`src/rtl/sp_stack_ctrl.sv`:
```
// Full-descending stack pointer owner issuing word push/pop over a mem_req/mem_ack handshake.
// Latency: mem_req one cycle after acceptance, done one cycle after mem_ack; requests are ignored (not queued) while busy.
module sp_stack_ctrl #(
  parameter int unsigned    N        = 32,
  parameter logic [N-1:0]   SP_INIT  = N'(32'h100103FC),
  parameter logic [N-1:0]   SP_LIMIT = N'(32'h10010000)
) (
  input  logic         clk,
  input  logic         reset,
  input  logic         push_req,
  input  logic         pop_req,
  input  logic [N-1:0] push_data,
  input  logic         sp_wr_en,
  input  logic [N-1:0] sp_wr_data,
  input  logic         mem_ack,
  input  logic [N-1:0] mem_rdata,
  output logic         mem_req,
  output logic         mem_we,
  output logic [N-1:0] mem_addr,
  output logic [N-1:0] mem_wdata,
  output logic [N-1:0] sp_value,
  output logic [N-1:0] pop_data,
  output logic         busy,
  output logic         done,
  output logic         overflow_err,
  output logic         underflow_err
);

  typedef enum logic [1:0] {
    IDLE  = 2'd0,
    WRITE = 2'd1,
    READ  = 2'd2,
    DONE  = 2'd3
  } state_t;

  localparam logic [N-1:0] WORD = N'(4);

  state_t       state, state_n;
  logic [N-1:0] sp_n, pop_data_n, mem_addr_n, mem_wdata_n;
  logic         mem_req_n, mem_we_n, done_n, ovf_n, unf_n;

  always_ff @(posedge clk or negedge reset) begin
    if (!reset) begin
      state         <= IDLE;
      sp_value      <= SP_INIT;
      pop_data      <= '0;
      mem_req       <= 1'b0;
      mem_we        <= 1'b0;
      mem_addr      <= '0;
      mem_wdata     <= '0;
      busy          <= 1'b0;
      done          <= 1'b0;
      overflow_err  <= 1'b0;
      underflow_err <= 1'b0;
    end else begin
      state         <= state_n;
      sp_value      <= sp_n;
      pop_data      <= pop_data_n;
      mem_req       <= mem_req_n;
      mem_we        <= mem_we_n;
      mem_addr      <= mem_addr_n;
      mem_wdata     <= mem_wdata_n;
      busy          <= (state_n != IDLE);
      done          <= done_n;
      overflow_err  <= ovf_n;
      underflow_err <= unf_n;
    end
  end

  // Every output is computed one cycle ahead here so that all of them leave the block registered.
  always_comb begin
    state_n     = state;
    sp_n        = sp_value;
    pop_data_n  = pop_data;
    mem_req_n   = mem_req;
    mem_we_n    = mem_we;
    mem_addr_n  = mem_addr;
    mem_wdata_n = mem_wdata;
    done_n      = 1'b0;
    ovf_n       = 1'b0;
    unf_n       = 1'b0;

    case (state)
      IDLE: begin
        if (sp_wr_en) begin
          sp_n = {sp_wr_data[N-1:2], 2'b00};
        end else if (push_req) begin
          if (sp_value == SP_LIMIT) begin
            ovf_n = 1'b1;
          end else begin
            state_n     = WRITE;
            mem_req_n   = 1'b1;
            mem_we_n    = 1'b1;
            mem_addr_n  = sp_value - WORD;
            mem_wdata_n = push_data;
          end
        end else if (pop_req) begin
          if (sp_value == SP_INIT) begin
            unf_n = 1'b1;
          end else begin
            state_n    = READ;
            mem_req_n  = 1'b1;
            mem_we_n   = 1'b0;
            mem_addr_n = sp_value;
          end
        end
      end
      WRITE: begin
        if (mem_ack) begin
          sp_n      = sp_value - WORD;
          mem_req_n = 1'b0;
          done_n    = 1'b1;
          state_n   = DONE;
        end
      end
      READ: begin
        if (mem_ack) begin
          pop_data_n = mem_rdata;
          sp_n       = sp_value + WORD;
          mem_req_n  = 1'b0;
          done_n     = 1'b1;
          state_n    = DONE;
        end
      end
      DONE: begin
        state_n = IDLE;
      end
      default: begin
        state_n = IDLE;
      end
    endcase
  end

endmodule

```
`config.mk`:
```
export PLATFORM = sky130hd
export DESIGN_NAME = sp_stack_ctrl
export DESIGN_NICKNAME = d
export VERILOG_FILES = /design/src/rtl/sp_stack_ctrl.sv
export SDC_FILE = /design/constraint.sdc
export NUM_CORES = 1
export LEC_CHECK = 0
export BUFFER_PORTS_ARGS = -buffer_cell sky130_fd_sc_hd__buf_2
export CAP_MARGIN = 5
export CORE_ASPECT_RATIO = 0.9
export CORE_MARGIN = 8
export CORE_UTILIZATION = 47
export CTS_CLUSTER_DIAMETER = 150
export CTS_CLUSTER_SIZE = 14
export DETAILED_ROUTE_END_ITERATION = 10
export PLACE_DENSITY = 0.76
export SYNTH_ARGS = -nofsm -noshare
export SYNTH_HDL_FRONTEND = slang
export SYNTH_SLANG_ARGS = --single-unit
```
`constraint.sdc`:
```
create_clock -name clk -period 2.8 [get_ports clk]
set_input_delay 0.28 -clock clk [delete_from_list [all_inputs] [get_ports clk]]
set_output_delay 0.28 -clock clk [all_outputs]
set_load 0.02 [all_outputs]
```
-- Word level (Yosys, flattened, before mapping)
Index checks and enable logic that the tools add are counted.
Widths: inputs -> output; s select.
- add/subtract/negate cells: 2
- eq/ne operators: 15
- muxes and demuxes: 36
- bitwise operators: 2
- reductions and logical operators: 11
- operators with widths (kind ; count):
    $mux 32 ; 7
    $pmux 32 s3 ; 1
    $eq 32x29->1 const B ; 2
    $add 32x3->32 const B ; 1
    $sub 32x3->32 const B ; 1
    $mux 1 ; 20
    $mux 2 ; 6
    $ne 2x2->1 const B ; 6
    $ne 3x3->1 const B ; 3
    $reduce_and 4->1 ; 2
    $pmux 2 s3 ; 1
    $reduce_and 6->1 ; 1
    $reduce_bool 2->1 ; 3
    $reduce_and 5->1 ; 1
    $eq 2x2->1 const B ; 2
    $reduce_bool 3->1 ; 1
    $eq 2x1->1 const B ; 1
    $logic_not 2->1 ; 1
    $ne 2x1->1 const B ; 1
    $not 1->1 ; 2
    $pmux 1 s2 ; 1
    $reduce_and 2->1 ; 1
    $reduce_or 2->1 ; 1
- register bits: 136
- input bits: 102
- output and inout port bits: 134
- logic and storage cells: 77

-- Longest topological paths before layout
- depth after elaboration: 7
- depth in mapped cells: 10

-- Worst setup path before layout
Ideal clock, no wire load.
- path kind: reg2reg
- from: reg sp_value[2]
- to: reg mem_wdata[10]
- setup time: 0.125 ns
- arrival: 2.838 ns
- data required time: 2.675 ns
- slack: -0.162 ns
- cell stages (with the launch flop): 10
- path buffers: 3
- path through: dfstp_2 clkbuf_1 inv_1 ha_1 nor4b_1 and4_1 clkbuf_1 a31oi_1 clkbuf_1 mux2_2
- word-level cells in the longest chain between the ends: 3
- RTL lines (element ; line ; source):
    start, declared ; 21 ; output logic [N-1:0] sp_value,
    start signal, assigned ; 57 ; sp_value <= sp_n;
    $eq 32x29->1 ; 88 ; if (sp_value == SP_LIMIT) begin
    $not 1->1 (no source line) ; -- ;
    $reduce_and 4->1 (no source line) ; -- ;
    end signal, assigned ; 62 ; mem_wdata <= mem_wdata_n;
    end, declared ; 20 ; output logic [N-1:0] mem_wdata,
No other way between the ends.
A chain may end at the register's enable or synchronous reset.

-- Final worst setup path
- from: reg sp_value[3]
- to: reg sp_value[18]
- word-level cells in the longest chain between the ends: 3
- elaborated cells on any way between the ends: 5
- those cells by class: add/sub: 2; mux: 3
- RTL lines (element ; line ; source):
    $add 32x3->32 or $sub 32x3->32 (tied branches) ; 119, 110 ;
    $mux 32, on equally long branches ; 117, 109 ;
    $pmux 32 s3 (*) ; 83 ; case (state)
Mark *: on every way between the ends. The rest lies on a longest branch, timed or not. The select of a mux whose other input is x is not followed.

==> metrics.yaml <==
status:
  status: "finished, final reports clean"
synth:
  syn_avg_cell_area_um2: 9.818
  yosysTopAreaCell: "dfrtp_1"
  yosysTopAreaCellShare: 0.3926
  synthArstFlopShare: 1.000
  netlist_instances: 792
  synth.top_cells.by_area: "dfrtp_1, mux2_2, dfstp_2"
  synth_seq_cells: 132
  seq_area_frac_synth: 0.4264
  synthFlopType: "dfrtp_1"
  synth_edf_count: 0
  synthesis.area_mm2: 0.007776
  netlist-cell-type-count: 68
  yosys_warnings: 0
timing:
  worst_pin_slew_ps: 839.0
  grt_setup_unrepaired: "no"
  max_freq_mhz: 371.7
  finClkSkew_ps: 11.83
  setup_viol: 0
  finalSetupTns_ps: 0
  report.final.slew_viol_count: 0
  fin_crit_ps: 2690
  hold_viol: 0
  slew_headroom: 0.4393
  period_share: 0.9609
detailed_routing:
  ant_nets: 0
  remaining_drc_errors: 0
  wl_met1_um: 10300
  drt_iter0_drc: 866
  drt_first_pass_iters: 5
  routed_wl_um: 26010
  wire_per_inst_um: 20.79
  vias: 7467
  highest_layer: "met4"
  vias_per_cell: 5.969
  met3_length_um: 3069
  wl_met2_um: 12190
global_route:
  grt_usage: 0.2379
  antenna_found_initial: 0
  grt_pass1_wl_um: 39900
  grt-ovfl-total: 0
  grt_pass1_vias: 7427
  grt_max_degree: 64
setup_path:
  cp_data_arrival_time_ps: 2980
  end_kind: "register"
  worstSetupPathType: "reg2reg"
  start_kind: "register"
  crit-reg2reg-launch: "sp_value[3]$_DFFE_PN1P_"
  path_buf_inv: 2
  slowest_delay_ps: 670
  path_delay_family: "simple AND/OR/NAND/NOR gates"
  path_cells: "inv_1 > ha_1 > buf_4 > or4b_2 > nor2_1 > a211oi_1 > a2111oi_0 > o22ai_1"
  worstPathMaxFanout: 7
  required_ps: 3090
  startpoint: "sp_value[3]$_DFFE_PN1P_"
  cp_slowest_cell: "or4b_2"
power_and_ir_drop:
  cellPowerDensity_mw_per_mm2: 1357
  peakVddDrop_v: 0.0009650
  p_leak_nw: 4.430
floorplanning:
  die_w_um: 151.6
  row_count: 44
  die_area_mm2: 0.02092
  initial_core_util: 0.4804
  core_area_mm2: 0.01619
  io_pins: 236
  dieHeight_um: 138.0
hold_path:
  worstHoldStart: "push_data[25]"
  hold_class: "in2reg"
final_layout:
  fin_cells: 1251
  num-nets-final: 1138
  drive_gt1_frac: 0.4257
  mostFrequentLayoutCell: "buf_2"
  layout_common_cells: "buf_2, dfrtp_1, mux2_2"
  final_cell_area_mm2: 0.009968
  nFillCells: 1381
  syn_to_final_growth_pct: 28.19
clock_tree:
  clock_path_buffers: 2
  clkLatencyLatePin_ps: 420
  cts_root_buf: "clkbuf_16"
  cts_tree: "yes"
  clkTransAtPathRegs_ps: 70
  cts_sinks: 132
  cts_buffers: 17
  cts_max_level: 4
placed_design:
  hpwlAfterDp_um: 19030
  port_buffers: 229
  gp_congestion: 0.9645
  placed_cells: 1214
  place_area_mm2: 0.009369
flow_run:
  drv_cap: 0
==> through the flow <==
stage | hold slack [ps] | setup slack [ps] | util | power, W
CTS | 76.04 | 54.11 | 0.6141 | 0.01349
global route | 67.91 | 28.87 | 0.6157 | 0.01433
floorplan | -15.59 | 17.60 | - | 0.008576
global placement | 314.8 | 112.7 | 0.5789 | 0.01110
detailed placement | 320.0 | 70.63 | 0.5789 | 0.01131
finish | 87.74 | 109.6 | 0.6159 | 0.01352
==> area by class of cell <==
cell class              instances  area, µm²  area share
repair buffers                292       1665      0.1671
clock buffers                  17      425.4     0.04268
flip-flops and latches        132       3318      0.3329
diodes                          1      2.502   0.0002510
inverters                      16      60.06    0.006025
well taps                     207      259.0     0.02598
clock inverters                15      135.1     0.01356
multi-input cells             571       4103      0.4116
==> routing by layer <==
metal | vias to the layer above | track usage
li1 | 3386 | -
met1 | 3607 | 0.3136
met2 | 426 | 0.3790
met3 | 48 | 0.06232
met4 | 0 | 0.06082
met5 | - | 0
==> flip-flops by register name, indices dropped and copies added, names as in the netlist <==
register and count:
busy 1, done 1, mem_addr 30, mem_req 1, mem_wdata 32, mem_we 1
overflow_err 1, pop_data 32, sp_value 30, state 2, underflow_err 1
==> synthesized netlist by cell type (all sizes together) (3+ instances only) <==
cell type / n
a211oi: 4
nand3: 19
buf: 18
o22ai: 5
dfrtp: 122
or3: 15
and4: 10
inv: 15
o211ai: 8
ha: 6
o211a: 3
o21ai: 44
nor2: 54
mux2i: 8
nand4: 11
xor2: 14
a2111oi: 3
nor3: 35
or2: 5
a221oi: 4
nor4: 35
nor2b: 3
o221ai: 7
nand2b: 7
and2: 4
clkbuf: 59
or4: 8
o311ai: 3
and3: 10
mux2: 96
o21a: 3
nand2: 52
a21oi: 18
a22oi: 4
a31oi: 8
xnor2: 26
o31a: 3
dfstp: 10
==> what timing repair did <==
item / in CTS / in global routing
resized for setup: 0 / 1
setup buffers: 0 / 2
hold buffers: 1 / 0
setup endpoints to repair: 0 / 25
hold endpoints to repair: 54 / 0
==> cell families after synthesis <==
group,Yosys count,share of synthesized area
AOI/OAI and AO/OA,142,0.1263
xor gates and xnor gates,40,0.04505
adders and majority gates,6,0.009654
buffers and inverters,93,0.05229
DFF,132,0.4264
muxes,104,0.1551
other,1,0.0004822
and+or+nand+nor,274,0.1847
==> power by group <==
| part | total, W | internal, W | switching, W |
|---|---|---|---|
| logic | 0.00771 | 0.00302 | 0.00469 |
| registers | 0.00369 | 0.00293 | 0.000755 |
| clock network | 0.00213 | 0.00117 | 0.000958 |
| total | 0.0135 | 0.00712 | 0.00640 |
==> final timing paths <==
check                      slack (ps)                         to  depth (start not counted)
setup / recovery                  110   sp_value[18]$_DFFE_PN0P_                          8
hold / removal                     90  mem_wdata[25]$_DFFE_PN0P_                          2
setup reg to reg                  110   sp_value[18]$_DFFE_PN0P_                          8
hold reg to reg                   500  mem_wdata[13]$_DFFE_PN0P_                          1
max in group asynchronous        1630    sp_value[2]$_DFFE_PN1P_                          3
min in group asynchronous         420    mem_addr[5]$_DFFE_PN0P_                          2
Note: power is estimated with default switching activity, not from simulation.
